## src/rtl/i2c_master_ctrl.sv

```systemverilog
// Single-byte I2C master: START, address + R/W, one data byte with ACK handling, STOP.
// Define I2C_CLOCK_STRETCH_EN to let a slave stretch SCL (divider holds in q2/q3 while scl_in=0).
`timescale 1ns/1ps
module i2c_master_ctrl #(
    parameter int CLK_DIV = 25
) (
    input  logic       clk,
    input  logic       rst,
    input  logic       cmd_valid,
    output logic       cmd_ready,
    input  logic       cmd_rw,
    input  logic [6:0] cmd_addr,
    input  logic [7:0] cmd_wdata,
    output logic [7:0] rd_data,
    output logic       rd_valid,
    output logic       ack_err,
    output logic       busy,
    output logic       SCL,
    output logic       sda_oe,
    input  logic       sda_in,
    input  logic       scl_in
);
    typedef enum logic [3:0] {
        IDLE, START, ADDR, ADDR_ACK, WDATA, WACK, RDATA, RNACK, STOP
    } state_t;

    localparam logic [15:0] DIV_LAST = 16'(CLK_DIV - 1);

    state_t      state_q, state_d;
    logic [15:0] div_q, div_d;
    logic [1:0]  qtr_q, qtr_d;
    logic [2:0]  bit_q, bit_d;
    logic [7:0]  sh_q, sh_d;
    logic [7:0]  rx_q, rx_d;
    logic [7:0]  wdata_q, wdata_d;
    logic        rw_q, rw_d;
    logic        samp_q, samp_d;
    logic        busy_q, busy_d;
    logic        ack_err_q, ack_err_d;
    logic [7:0]  rd_data_q, rd_data_d;
    logic        rd_valid_q, rd_valid_d;
    logic        scl_q, scl_d;
    logic        sda_oe_q, sda_oe_d;
    logic        hold, tick, sample, phase_end;

`ifdef I2C_CLOCK_STRETCH_EN
    assign hold = (state_q != IDLE) && qtr_q[1] && !scl_in;
`else
    logic unused_scl_in;
    assign unused_scl_in = scl_in;
    assign hold = 1'b0;
`endif

    assign tick      = (state_q != IDLE) && (div_q == DIV_LAST) && !hold;
    assign sample    = tick && (qtr_q == 2'd2);
    assign phase_end = tick && (qtr_q == 2'd3);

    always_comb begin
        state_d    = state_q;
        div_d      = div_q;
        qtr_d      = qtr_q;
        bit_d      = bit_q;
        sh_d       = sh_q;
        rx_d       = rx_q;
        wdata_d    = wdata_q;
        rw_d       = rw_q;
        samp_d     = samp_q;
        busy_d     = busy_q;
        ack_err_d  = ack_err_q;
        rd_data_d  = rd_data_q;
        rd_valid_d = 1'b0;

        if (state_q == IDLE) begin
            div_d = '0;
            qtr_d = '0;
            if (cmd_valid && cmd_ready) begin
                state_d   = START;
                busy_d    = 1'b1;
                ack_err_d = 1'b0;
                rw_d      = cmd_rw;
                sh_d      = {cmd_addr, cmd_rw};
                wdata_d   = cmd_wdata;
                bit_d     = '0;
            end
        end else begin
            if (!hold) div_d = (div_q == DIV_LAST) ? '0 : div_q + 16'd1;
            if (tick) qtr_d = qtr_q + 2'd1;
            if (sample) begin
                samp_d = sda_in;
                if (state_q == RDATA) rx_d = {rx_q[6:0], sda_in};
                if ((state_q == ADDR_ACK || state_q == WACK) && sda_in) ack_err_d = 1'b1;
            end
            // Phase transitions happen on the q3 -> q0 tick, so SDA only moves with SCL low
            if (phase_end) begin
                case (state_q)
                    START: begin
                        state_d = ADDR;
                        bit_d   = '0;
                    end
                    ADDR, WDATA: begin
                        sh_d  = {sh_q[6:0], 1'b0};
                        bit_d = bit_q + 3'd1;
                        if (bit_q == 3'd7) state_d = (state_q == ADDR) ? ADDR_ACK : WACK;
                    end
                    ADDR_ACK: begin
                        bit_d = '0;
                        if (samp_q) begin
                            state_d = STOP;
                        end else if (rw_q) begin
                            state_d = RDATA;
                        end else begin
                            state_d = WDATA;
                            sh_d    = wdata_q;
                        end
                    end
                    WACK: state_d = STOP;
                    RDATA: begin
                        bit_d = bit_q + 3'd1;
                        if (bit_q == 3'd7) state_d = RNACK;
                    end
                    RNACK: begin
                        state_d    = STOP;
                        rd_data_d  = rx_q;
                        rd_valid_d = 1'b1;
                    end
                    STOP: begin
                        state_d = IDLE;
                        busy_d  = 1'b0;
                    end
                    default: state_d = IDLE;
                endcase
            end
        end

        // Bus pins are decoded from the next state so they land registered with it
        scl_d    = 1'b1;
        sda_oe_d = 1'b0;
        case (state_d)
            IDLE:  scl_d = 1'b1;
            START: sda_oe_d = qtr_d[1];
            ADDR, WDATA: begin
                scl_d    = qtr_d[1];
                sda_oe_d = ~sh_d[7];
            end
            STOP: begin
                scl_d    = (qtr_d != 2'd0);
                sda_oe_d = (qtr_d != 2'd3);
            end
            default: scl_d = qtr_d[1];
        endcase
    end

    always_ff @(posedge clk) begin
        if (rst) begin
            state_q    <= IDLE;
            div_q      <= '0;
            qtr_q      <= '0;
            bit_q      <= '0;
            rw_q       <= 1'b0;
            samp_q     <= 1'b0;
            busy_q     <= 1'b0;
            ack_err_q  <= 1'b0;
            rd_data_q  <= 8'h00;
            rd_valid_q <= 1'b0;
            scl_q      <= 1'b1;
            sda_oe_q   <= 1'b0;
        end else begin
            state_q    <= state_d;
            div_q      <= div_d;
            qtr_q      <= qtr_d;
            bit_q      <= bit_d;
            rw_q       <= rw_d;
            samp_q     <= samp_d;
            busy_q     <= busy_d;
            ack_err_q  <= ack_err_d;
            rd_data_q  <= rd_data_d;
            rd_valid_q <= rd_valid_d;
            scl_q      <= scl_d;
            sda_oe_q   <= sda_oe_d;
        end
    end

    always_ff @(posedge clk) begin
        sh_q    <= sh_d;
        rx_q    <= rx_d;
        wdata_q <= wdata_d;
    end

    assign cmd_ready = ~busy_q;
    assign busy      = busy_q;
    assign ack_err   = ack_err_q;
    assign rd_data   = rd_data_q;
    assign rd_valid  = rd_valid_q;
    assign SCL       = scl_q;
    assign sda_oe    = sda_oe_q;
endmodule

```

## config.mk

```make
export PLATFORM = sky130hd
export DESIGN_NAME = i2c_master_ctrl
export DESIGN_NICKNAME = d
export VERILOG_FILES = /design/src/rtl/i2c_master_ctrl.sv
export SDC_FILE = /design/constraint.sdc
export NUM_CORES = 1
export LEC_CHECK = 0
export ABC_AREA = 0
export BUFFER_PORTS_ARGS = -buffer_cell sky130_fd_sc_hd__buf_2
export CORE_UTILIZATION = 55
export CTS_CLUSTER_DIAMETER = 60
export DETAILED_ROUTE_END_ITERATION = 10
export PLACE_DENSITY = 0.78
export SETUP_SLACK_MARGIN = 0.15
export SYNTH_ARGS = -nofsm -noshare
export SYNTH_HDL_FRONTEND = slang
export SYNTH_SLANG_ARGS = --single-unit
```

## constraint.sdc

```tcl
create_clock -name clk -period 3.6 [get_ports clk]
set_input_delay 0.72 -clock clk [delete_from_list [all_inputs] [get_ports clk]]
set_output_delay 0.72 -clock clk [all_outputs]
set_load 0.01 [all_outputs]
```

# ---- Yosys cells after proc, flatten, opt, wreduce, memory -nomap -nowiden
# Index checks and enable logic that the tools add are counted.
dict set report totals {
  input_bits 21
  wordCells 107
  reg_bits 64
}
dict set report op_classes {
  reduce_logical 32
  bitwise 4
  n_eq_ne 20
  addsub 3
  muxes 32
}
# cell n
set ops {}
lappend ops {{8-bit 2-to-1 mux} 5}
lappend ops {{4-bit 2-to-1 mux} 6}
lappend ops {{4-bit by 3-bit equality test with 1-bit output, second input constant} 5}
lappend ops {{4-bit case mux with 5 select lines} 1}
lappend ops {{16-bit by 1-bit adder with 16-bit output, second input constant} 1}
lappend ops {{16-bit by 5-bit equality test with 1-bit output, second input constant} 1}
lappend ops {{8-bit case mux with 2 select lines} 1}
lappend ops {{3-bit AND reduction} 5}
lappend ops {{4-bit by 2-bit equality test with 1-bit output, second input constant} 3}
lappend ops {{3-bit 2-to-1 mux} 4}
lappend ops {{2-bit nonzero test} 5}
lappend ops {{2-bit OR reduction} 5}
lappend ops {{1-bit 2-to-1 mux} 9}
lappend ops {{3-bit OR reduction} 3}
lappend ops {{4-bit by 1-bit equality test with 1-bit output, second input constant} 2}
lappend ops {{4-bit equality test, second input constant} 2}
lappend ops {{4-bit logical NOT} 2}
lappend ops {{2-bit 2-to-1 mux} 3}
lappend ops {{3-bit != test, second input constant} 2}
lappend ops {{3-bit case mux with 2 select lines} 1}
lappend ops {{3-bit nonzero test} 2}
lappend ops {{1-bit logical AND} 5}
lappend ops {{5-bit AND reduction} 1}
lappend ops {{2-bit equality test, second input constant} 2}
lappend ops {{11 further kinds} 15}

# ---- Longest topological paths before layout
dict set report logic_depth {
  depth_word 9
  depth_mapped 9
}

# ---- Worst setup path before layout
# No wires, ideal clock.
dict set report synth_timing {
  path_type {register -> register}
  start {reg state_q[1]}
  end {reg sh_q[0] (enable)}
  stages_incl_launch_ff 8
  path_buffers 2
  path_slack_ns 0.586
  arrival_ns 2.602
  required_ns 3.188
  synth_period_minus_slack_ns 3.014
  cell_sequence {dfxtp_1 > clkbuf_1 > nor4_2 > nand3_1 > inv_1 > buf_2 > a21oi_1 > a2111oi_0}
}
dict set report synth_via {
  elab_chain_len 5
}
# element line_no
set synth_lines {}
lappend synth_lines {{from (decl)} 29} ;# state_t state_q, state_d;
lappend synth_lines {{from (signal assigned)} 168} ;# state_q <= state_d;
lappend synth_lines {{parallel branches: the longest is 4 deep, another holds 4-bit by 2-bit equality test with 1-bit output} --}
lappend synth_lines {{5-bit AND reduction (no line) *} --}
lappend synth_lines {{to (signal assigned)} 184} ;# sh_q <= sh_d;
lappend synth_lines {{to (decl)} 33} ;# logic [7:0] sh_q, sh_d;
# Mark *: on every way between the ends.
# A chain may end at the register's enable or synchronous reset.

# ---- Final worst setup path
dict set report layout_timing {
  start {reg state_q[1]}
  end {reg sh_q[1] (enable)}
}
# Same word-level chain as after synthesis.

==> summary.txt <==
Outcome
  – Status: complete, no violations

Finish
  – Ratio of cells with drive above 1 in the final layout: 18.7%
  – Nets: 359
  – N_diodes: 0
  – Syn-to-layout area delta: 14.4%
  – Final non-filler cell total: 407
  – Finished Cell Area: between 0.003 and 0.004 sq mm

Setup path
  – Arrival time at the worst endpoint: 2790 ps
  – CP Capture Type: flop
  – Setup CP Type: flop to flop
  – Maximum fanout along the worst path: 19
  – Critical Path Source Type: flop
  – CP required: 3640 ps

Die
  – Core Region: 0.00520 sq mm
  – Die Area: just under 0.006 sq mm
  – Starting Density: 58.2%
  – # IOs: 35
  – Die extent in y: 76.2 microns
  – Die W: 76.2 microns
  – Num rows: 26

Worst hold path
  – Hold/Removal Path Class: flop to flop

Clocking
  – Clock latency on the worst-skew pair: 340 ps
  – Worst-path clk slew: 70 ps
  – Post-CTS sizing: 0
  – Root Buffer: clkbuf_8
  – CTS sink count: 64
  – TritonCTS clock tree: done
  – CTS H-tree depth: 3
  – Hold_buf cts: 0
  – CTS max path bufs: 2
  – Num CTS Buffers: 9
  – Post-CTS Setup Bufs: 0

Power
  – VDD IR max: 273 uV
  – Design Power: 1610 uW
  – Leakage: 0.00129 uW
  – Power per cell area: 466 mW/mm^2

Logic synthesis
  – Mapped cell area: 0.00303 sq mm
  – Synth Area in Compound Gates: ~9.1%
  – Synth async-reset ratio: 0%
  – Post-synth EDFFs: 23
  – Yosys warns: 0
  – Largest family of logic cells by synthesized area: simple AND/OR/NAND/NOR gates
  – Post-synthesis xor/xnor area fraction: 4.92%
  – Synth Instances: 302
  – Largest cells by area after synthesis: dfxtp_1 (27%), edfxtp_1 (23%), nor2_1 (5.8%)
  – Register area share after synthesis: 49.9%
  – Top-count cell post-synth: nor2_1
  – Adder-cell share of the synthesized area: approximately 2.5%
  – Flops & latches, synth: 64
  – Netlist cell types: 53
  – Mux share of post-synthesis cell area: ~5.0%
  – Main synth FF type: dfxtp_1
  – Simple-gate share of the synthesized area: 25.2%
  – Leading area contributor after synthesis: dfxtp_1
  – Avg Inst Size Synth: 10.0 sq um
  – Yosys top cell area share: 27.1%
  – Commonest cells in the netlist: nor2_1 (47), dfxtp_1 (41), edfxtp_1 (23)
  – Syn_nets: roughly 330

Timing
  – Slew Limit Fails: 0
  – Tmin final: 2740 ps
  – Achievable Freq: 365 MHz
  – Setup TNS: 0 ps
  – RSZ-0062 raised after global routing: false
  – Tcrit/Tclk final: between 70% and 80%
  – Endpoints failing setup: 0
  – Layout Skew: ~11 ps
  – Slew @ Worst Pin: approximately 720 ps
  – Hold violation count in the final report: 0
  – Slew HR: 51.7%
  – Post-route setup slack: about 860 ps

Route
  – DR vias: 2256
  – Router iterations before antenna repair: 4
  – Final ANT Viol Nets: 0
  – Final WL: about 6000 microns
  – Vias/cell: ~5.5
  – 1st-iter DRT viols: between 200 and 250
  – Wire per inst: 14.5 microns
  – DRC: 0

Placement
  – Placed instance count: slightly below 400
  – Placer Congestion: 0.799
  – Post-place setup slack: 868 ps
  – Area after DPL: 0.00322 sq mm
  – Hpwl dp: 3960 microns
  – Number of port buffers: 33

Global route
  – Largest net degree at the start of global routing: 24
  – Vias in the first global route: 2218
  – Grt total ovfl: 0
  – First-pass GRT wire length: 10300 microns
  – Gr usage total: 23.0%
  – Initial antenna violation count: 0

Flow run
  – Maxcap violations: 0
## state kept, by name, indices dropped and copies added (netlist names), 2 cells and up
| name | cells |
|---|---|
| qtr_q | 2 |
| sh_q | 8 |
| wdata_q | 8 |
| rd_data | 8 |
| bit_q | 3 |
| div_q | 16 |
| state_q | 4 |
| rx_q | 8 |
## kinds of logic (layout without fill, tap and decap cells)
kind of cell             Yosys count  count (layout)
AND/OR/NAND/NOR                  134             134
adder cells (fa/ha/maj)            6               6
AO/OA/AOI/OAI                     42              42
flip-flops                        64              64
XOR/XNOR                          17              17
multiplexers                      15              15
buffers and inverters             24              59
## layout by cell type (no fill, tap or decap), types with 5 or more instances in the layout
cell type and n:
nor2_1 47, dfxtp_1 41, buf_2 33, edfxtp_1 23
nand2_1 21, mux2i_1 15, nand3_1 12, a21oi_1 12
clkbuf_8 10, inv_1 9, xnor2_1 9, o21ai_1 8
xor2_1 8, a22oi_1 7, nor2b_1 6, ha_1 6
nor4_1 5
## power breakdown
group,internal [uW],switching (uW)
Combinational,31.3,46.0
Clock,479,278
Sequential,767,11.1
Total,1280,335
## stage by stage
step / hold slack (ps) / utilization, %
after floorplan: 426 / -
after global placement: 434 / 61.9
after detailed placement: 441 / 61.9
after CTS: 460 / 66.6
after global routing: 484 / 66.6
final: 456 / 66.6
## worst max-delay path: stages (launching register included)
cell and delay [ps]:
dfxtp_1 480, nor4_2 490, nand3_1 280, inv_1 540, a21oi_1 100, a2111oi_1 320, buf_4 240
## worst paths after layout
check                              from                    to  slack, ps  depth (start not counted)
hold reg to reg    ack_err$_SDFFE_PP0P_  ack_err$_SDFFE_PP0P_        460                          2
hold / removal     ack_err$_SDFFE_PP0P_  ack_err$_SDFFE_PP0P_        460                          2
setup reg to reg  state_q[1]$_SDFF_PP0_     sh_q[1]$_DFFE_PP_        860                          6
setup / recovery  state_q[1]$_SDFF_PP0_     sh_q[1]$_DFFE_PP_        860                          6
## cell type report
class                           count  area, sq um
Clock buffer                       11          141
Timing Repair Buffer               34          173
Clock inverter                      5          104
Tap cell                           70         87.6
Sequential cell                    64         1510
Fill cell                         418         1740
Multi-Input combinational cell    214         1410
Inverter                            9         33.8
## routing by layer
layer,track usage (%),up-vias,wire length (microns)
li1,-,1136,-
met1,29.6,1052,2730
met2,36.5,59,2790
met3,5.15,9,276
met4,11.5,0,90
met5,0,-,0
No activity file was read; power rests on OpenSTA's default activity.
